--- config.mk ---
export PLATFORM = sky130hd
export DESIGN_NAME = fmap_buf_ctrl
export DESIGN_NICKNAME = d
export VERILOG_FILES = /design/src/rtl/fmap_buf_pkg.sv /design/src/rtl/fmap_lane_addr.sv /design/src/rtl/fmap_buf_ctrl.sv
export SDC_FILE = /design/constraint.sdc
export NUM_CORES = 1
export LEC_CHECK = 0
export BUFFER_PORTS_ARGS = -buffer_cell sky130_fd_sc_hd__buf_4
export CAP_MARGIN = 20
export CORE_MARGIN = 2
export CORE_UTILIZATION = 50
export CTS_CLUSTER_DIAMETER = 150
export CTS_CLUSTER_SIZE = 30
export DETAILED_ROUTE_END_ITERATION = 10
export PLACE_DENSITY = 0.81
export SYNTH_ARGS = -nofsm -noshare
export SYNTH_HDL_FRONTEND = slang
export SYNTH_SLANG_ARGS = --single-unit
--- constraint.sdc ---
create_clock -name clk -period 3 [get_ports clk]
set_input_delay 0.45 -clock clk [delete_from_list [all_inputs] [get_ports clk]]
set_output_delay 0.45 -clock clk [all_outputs]
set_load 0.05 [all_outputs]
--- src/rtl/fmap_buf_pkg.sv ---
// Shared types and geometry for the feature-map buffer sequencer.
// Optional chip readback grant is enabled with FMAP_CHIP_RD_EN.
package fmap_buf_pkg;

  typedef enum logic [1:0] {
    ST_IDLE,
    ST_FILL,
    ST_DRAIN,
    ST_FLUSH
  } fmap_state_t;

  localparam int FMAP_ROWS  = 28;
  localparam int FMAP_COLS  = 7;
  localparam int FMAP_LANES = 4;
  localparam int FMAP_BEATS = FMAP_ROWS * FMAP_COLS / FMAP_LANES;

endpackage

--- src/rtl/fmap_lane_addr.sv ---
// Per-lane (row, col) addresses from a raster base, plus the next base.
// Columns wrap to 0 with a row increment; all lanes resolve in parallel.
module fmap_lane_addr #(
  parameter int COLS   = 7,
  parameter int LANES  = 4,
  parameter int AW_ROW = 5,
  parameter int AW_COL = 3
) (
  input  logic [AW_ROW-1:0]             base_row_i,
  input  logic [AW_COL-1:0]             base_col_i,
  output logic [LANES-1:0][AW_ROW-1:0]  row_o,
  output logic [LANES-1:0][AW_COL-1:0]  col_o,
  output logic [AW_ROW-1:0]             nxt_row_o,
  output logic [AW_COL-1:0]             nxt_col_o
);

  localparam int CW = AW_COL + 2;

  logic [LANES:0][CW-1:0] sum;

  // LANES never exceeds COLS, so at most one wrap per lane
  always_comb begin
    sum       = '0;
    row_o     = '0;
    col_o     = '0;
    nxt_row_o = base_row_i;
    nxt_col_o = base_col_i;
    for (int i = 0; i <= LANES; i++) begin
      sum[i] = CW'(base_col_i) + CW'(i);
    end
    for (int i = 0; i < LANES; i++) begin
      if (sum[i] >= CW'(COLS)) begin
        row_o[i] = base_row_i + 1'b1;
        col_o[i] = AW_COL'(sum[i] - CW'(COLS));
      end else begin
        row_o[i] = base_row_i;
        col_o[i] = AW_COL'(sum[i]);
      end
    end
    if (sum[LANES] >= CW'(COLS)) begin
      nxt_row_o = base_row_i + 1'b1;
      nxt_col_o = AW_COL'(sum[LANES] - CW'(COLS));
    end else begin
      nxt_col_o = AW_COL'(sum[LANES]);
    end
  end

endmodule

--- src/rtl/fmap_buf_ctrl.sv ---
// Fill/drain sequencer for the 28x7 feature-map buffer.
// Define FMAP_CHIP_RD_EN to add the idle-time chip readback grant.
module fmap_buf_ctrl
  import fmap_buf_pkg::*;
#(
  parameter int DW     = 8,
  parameter int ROWS   = FMAP_ROWS,
  parameter int COLS   = FMAP_COLS,
  parameter int LANES  = FMAP_LANES,
  parameter int AW_ROW = 5,
  parameter int AW_COL = 3
) (
  input  logic                clk,
  input  logic                reset,
  input  logic                start,
  input  logic                in_valid,
  output logic                in_ready,
  output logic                wr_en,
  output logic [AW_ROW-1:0]   wr_row0,
  output logic [AW_ROW-1:0]   wr_row1,
  output logic [AW_ROW-1:0]   wr_row2,
  output logic [AW_ROW-1:0]   wr_row3,
  output logic [AW_COL-1:0]   wr_col0,
  output logic [AW_COL-1:0]   wr_col1,
  output logic [AW_COL-1:0]   wr_col2,
  output logic [AW_COL-1:0]   wr_col3,
  output logic                rd_en,
  output logic [AW_ROW-1:0]   rd_row,
  input  logic [COLS*DW-1:0]  rd_data,
  output logic                out_valid,
  input  logic                out_ready,
  output logic [COLS*DW-1:0]  out_data,
  output logic [AW_ROW-1:0]   out_row,
  output logic                done,
  output logic                busy
`ifdef FMAP_CHIP_RD_EN
  ,
  input  logic                chip_req,
  output logic                chip_gnt,
  output logic                chiprd_en
`endif
);

  localparam int BEATS = ROWS * COLS / LANES;
  localparam int BW    = $clog2(BEATS + 1);

  fmap_state_t               state_q, state_d;
  logic [BW-1:0]             b_q, b_d;
  logic [AW_ROW-1:0]         brow_q, brow_d;
  logic [AW_COL-1:0]         bcol_q, bcol_d;
  logic [AW_ROW-1:0]         r_q, r_d;
  logic                      ov_q, ov_d;
  logic [COLS*DW-1:0]        od_q, od_d;
  logic [AW_ROW-1:0]         orow_q, orow_d;
  logic                      done_q, done_d;

  logic [LANES-1:0][AW_ROW-1:0] lrow;
  logic [LANES-1:0][AW_COL-1:0] lcol;
  logic [AW_ROW-1:0]            nrow;
  logic [AW_COL-1:0]            ncol;
  logic                         fill;

  fmap_lane_addr #(
    .COLS   (COLS),
    .LANES  (LANES),
    .AW_ROW (AW_ROW),
    .AW_COL (AW_COL)
  ) u_lane_addr (
    .base_row_i (brow_q),
    .base_col_i (bcol_q),
    .row_o      (lrow),
    .col_o      (lcol),
    .nxt_row_o  (nrow),
    .nxt_col_o  (ncol)
  );

  always_ff @(posedge clk or posedge reset) begin
    if (reset) begin
      state_q <= ST_IDLE;
      b_q     <= '0;
      brow_q  <= '0;
      bcol_q  <= '0;
      r_q     <= '0;
      ov_q    <= 1'b0;
      od_q    <= '0;
      orow_q  <= '0;
      done_q  <= 1'b0;
    end else begin
      state_q <= state_d;
      b_q     <= b_d;
      brow_q  <= brow_d;
      bcol_q  <= bcol_d;
      r_q     <= r_d;
      ov_q    <= ov_d;
      od_q    <= od_d;
      orow_q  <= orow_d;
      done_q  <= done_d;
    end
  end

  assign fill     = (state_q == ST_FILL);
  assign in_ready = fill;
  assign wr_en    = in_valid && fill;
  assign rd_en    = (state_q == ST_DRAIN);
  assign busy     = (state_q != ST_IDLE);

  // Addresses are forced to zero outside their phase
  assign wr_row0 = fill ? lrow[0] : '0;
  assign wr_row1 = fill ? lrow[1] : '0;
  assign wr_row2 = fill ? lrow[2] : '0;
  assign wr_row3 = fill ? lrow[3] : '0;
  assign wr_col0 = fill ? lcol[0] : '0;
  assign wr_col1 = fill ? lcol[1] : '0;
  assign wr_col2 = fill ? lcol[2] : '0;
  assign wr_col3 = fill ? lcol[3] : '0;
  assign rd_row  = rd_en ? r_q : '0;

  assign out_valid = ov_q;
  assign out_data  = od_q;
  assign out_row   = orow_q;
  assign done      = done_q;

  always_comb begin
    state_d = state_q;
    b_d     = b_q;
    brow_d  = brow_q;
    bcol_d  = bcol_q;
    r_d     = r_q;
    ov_d    = ov_q;
    od_d    = od_q;
    orow_d  = orow_q;
    done_d  = 1'b0;
    unique case (state_q)
      ST_IDLE: begin
        if (start) begin
          state_d = ST_FILL;
          b_d     = '0;
          brow_d  = '0;
          bcol_d  = '0;
          r_d     = '0;
        end
      end
      ST_FILL: begin
        if (wr_en) begin
          b_d    = b_q + 1'b1;
          brow_d = nrow;
          bcol_d = ncol;
          if (b_q == BW'(BEATS - 1)) begin
            state_d = ST_DRAIN;
            r_d     = '0;
          end
        end
      end
      ST_DRAIN: begin
        if (!ov_q || out_ready) begin
          od_d   = rd_data;
          orow_d = r_q;
          ov_d   = 1'b1;
          r_d    = r_q + 1'b1;
          if (r_q == AW_ROW'(ROWS - 1)) state_d = ST_FLUSH;
        end
      end
      ST_FLUSH: begin
        if (ov_q && out_ready) begin
          ov_d    = 1'b0;
          done_d  = 1'b1;
          state_d = ST_IDLE;
        end
      end
      default: state_d = ST_IDLE;
    endcase
  end

`ifdef FMAP_CHIP_RD_EN
  assign chip_gnt  = (state_q == ST_IDLE) && chip_req && !start;
  assign chiprd_en = chip_gnt;
`endif

endmodule

==> results.json <==
{
  "yosysTopAreaCell": "dfrtp_1",
  "finalSetupTns_ps": 0,
  "syn2layout_area_growth_pct": 34.8,
  "r2r_setup_slack_ps": 880,
  "hold_violations": 0,
  "layout_commonest_cell": "buf_4",
  "synthFlopType": "dfrtp_1",
  "design_area_sq_um": 5940,
  "cts_root_buf": "clkbuf_8",
  "end_kind": "primary output",
  "synth-edff-count": 0,
  "synthDominantCellAreaShare_pct": 47.8,
  "syn_nets": 467,
  "fmax_mhz": 346,
  "post_drt_wl_per_cell_um": 16.1,
  "setup_slack_ps": 110,
  "ys_types": 56,
  "cts_tree": "built",
  "grt_pass1_vias": 3627,
  "synthesis.instances": 386,
  "core_sq_um": 8640,
  "pin_count": 165,
  "cap_violations": 0,
  "p_per_area_nw_per_um2": 1240,
  "io_buffers": 164,
  "clock_latency_ps": 350,
  "grt_start_max_net_pins": 55,
  "slew_violations": 0,
  "vias_per_cell": 5.34,
  "antenna_found_initial": 0,
  "dr.pass1.iters": 4,
  "num-fill-cells": 661,
  "grt-ovfl-total": 0,
  "ys_top_cells_by_area": "dfrtp_1 (48%), mux2_2 (14%), ha_1 (5.4%)",
  "place_ws_ps": 303,
  "initial_core_util_pct": 51.0,
  "ys_warn_count": 0,
  "dp_hpwl_mm": 7.90,
  "drt_wl_total_mm": 10.6,
  "cp_max_fo": 11,
  "grt_pass1_wl_mm": 17.1,
  "numCtsBuffers": 9,
  "place_area_sq_um": 5710,
  "worst_pin_slew_ps": 830,
  "die_h_um": 97.8,
  "ys_ff_latch": 84,
  "required_ps": 2550,
  "status": "finished clean",
  "final_antenna_net_count": 0,
  "htreeDepth": 3,
  "p_leak_uw": 0.00284,
  "gp_congestion": 0.807,
  "post_route_cells_drive_above_1_share_pct": 46.6,
  "finalCritPeriodShare_pct": 96.3,
  "critical_path_class": "flop to primary output",
  "startpoint_type": "flop",
  "die_w_um": 97.8,
  "final_cell_mix": "buf_4 (167), dfrtp_1 (83), mux2_2 (54)",
  "crit_arrival_ps": 2440,
  "hold_class": "input port to asynchronous set/reset pin",
  "num_rows": 34,
  "skew_ps": 9.26,
  "postCtsHoldBufs": 0,
  "antenna-diode-count": 0,
  "setup_violations": 0,
  "cts_max_path_buffers": 2,
  "clkTransAtPathRegs_ps": 90,
  "synth_area_sq_um": 4400,
  "initialDrtViolationCount": 111,
  "route.detailed.drc": 0,
  "synth.avg_cell_area_sq_um": 11.4,
  "min_period_ps": 2890,
  "slew_headroom_pct": 44.4,
  "nNetsFinal": 625,
  "ys_seq_area_share_pct": 47.8,
  "cts.sinks": 84,
  "die-area_sq_um": 9570,
  "rsz0062_at_grt": "false",
  "num_vias": 3510,
  "synth-async-reset-ratio_pct": 100,
  "track_usage_pct": 22.0,
  "peakVddDrop_mv": 0.935
}
## report_power, final
| group | leakage [uW] | internal (uW) | switching [uW] |
|---|---|---|---|
| logic | 0.00170 | 1590 | 2980 |
| clock network | 0.000103 | 398 | 442 |
| registers | 0.00104 | 1610 | 339 |
| total | 0.00284 | 3590 | 3760 |
## cell type report
| cell class | instances | area [sq um] | area share, % |
|---|---|---|---|
| inverters | 20 | 76.3 | 1.29 |
| clock buffers | 9 | 124 | 2.09 |
| well taps | 108 | 135 | 2.28 |
| flip-flops and latches | 84 | 2100 | 35.4 |
| multi-input cells | 260 | 2120 | 35.8 |
| clock inverters | 7 | 80.1 | 1.35 |
| repair buffers | 169 | 1290 | 21.8 |
## kinds of logic after synthesis
family,after synthesis,synth area share (%)
adder cells (fa/ha/maj),20,5.86
multiplexers,69,17.5
XOR/XNOR,13,2.59
buffers and inverters,42,4.49
flip-flops,84,47.8
AO/OA/AOI/OAI,67,10.6
AND/OR/NAND/NOR,91,11.2
## critical path: stages (launching register included)
cell     delay, ps
dfrtp_1        660
ha_1           460
a21oi_2        210
or3_1          340
a21oi_1        200
buf_4          230
## repair_timing
action / 4_1_cts / 5_1_grt
buffers inserted: 0 / 0
setup endpoints to repair: 6 / 9
gates resized for setup: 2 / 1
gates cloned: 0 / 0
## synth_stat cells (2+ instances only)
library cell  count
o41ai_1           3
o31ai_1           2
o21ai_0          22
nand4b_1          2
nor2_1           26
buf_4             7
o21a_1            3
mux2i_1           9
ha_1             19
a21oi_1          14
or3_1             7
nand4_1           6
a21o_1            2
buf_2             4
nor2b_1           3
nand4_4           2
xnor2_1           6
dfrtp_1          84
xor2_1            7
and2_1            8
mux2_1            5
nand3_1           9
inv_1            19
nand2b_1          3
a22o_1            4
o22ai_1           2
nand2_1          18
mux2_2           54
clkbuf_1          9
## routing by layer
metal	up-vias	wire [um]	track usage (%)
li1	1666	-	-
met5	-	0	0
met3	13	791	6.51
met1	1698	4180	25.3
met2	133	5410	38.9
met4	0	186	7.80
## metrics by stage
step                cells  total power, uW  utilization [%]  hold WS [ps]
finish                657             7350             68.7           124
global route          657             7720             68.7           154
CTS                   657             7400             68.7           138
detailed placement    641             6520             66.2           487
global placement      641             6410             66.2           471
floorplan             386             5250                -           503
## flip-flops by register name (all words and copies together), names as in the netlist
name / cells
b_q: 6
bcol_q: 3
brow_q: 5
done: 1
out_data: 56
out_row: 5
out_valid: 1
r_q: 5
state_q: 2
## worst paths after layout
path                        startpoint            to  cells after the start
max                          bcol_q[2]    wr_row0[3]                      5
min                              reset  out_data[13]                      2
max reg2reg                 state_q[0]     brow_q[0]                      6
min reg2reg                 out_row[2]    out_row[2]                      2
max in group asynchronous        reset  out_data[40]                      3
min in group clk           rd_data[52]  out_data[52]                      2
Power figures use the tool's default switching activity.
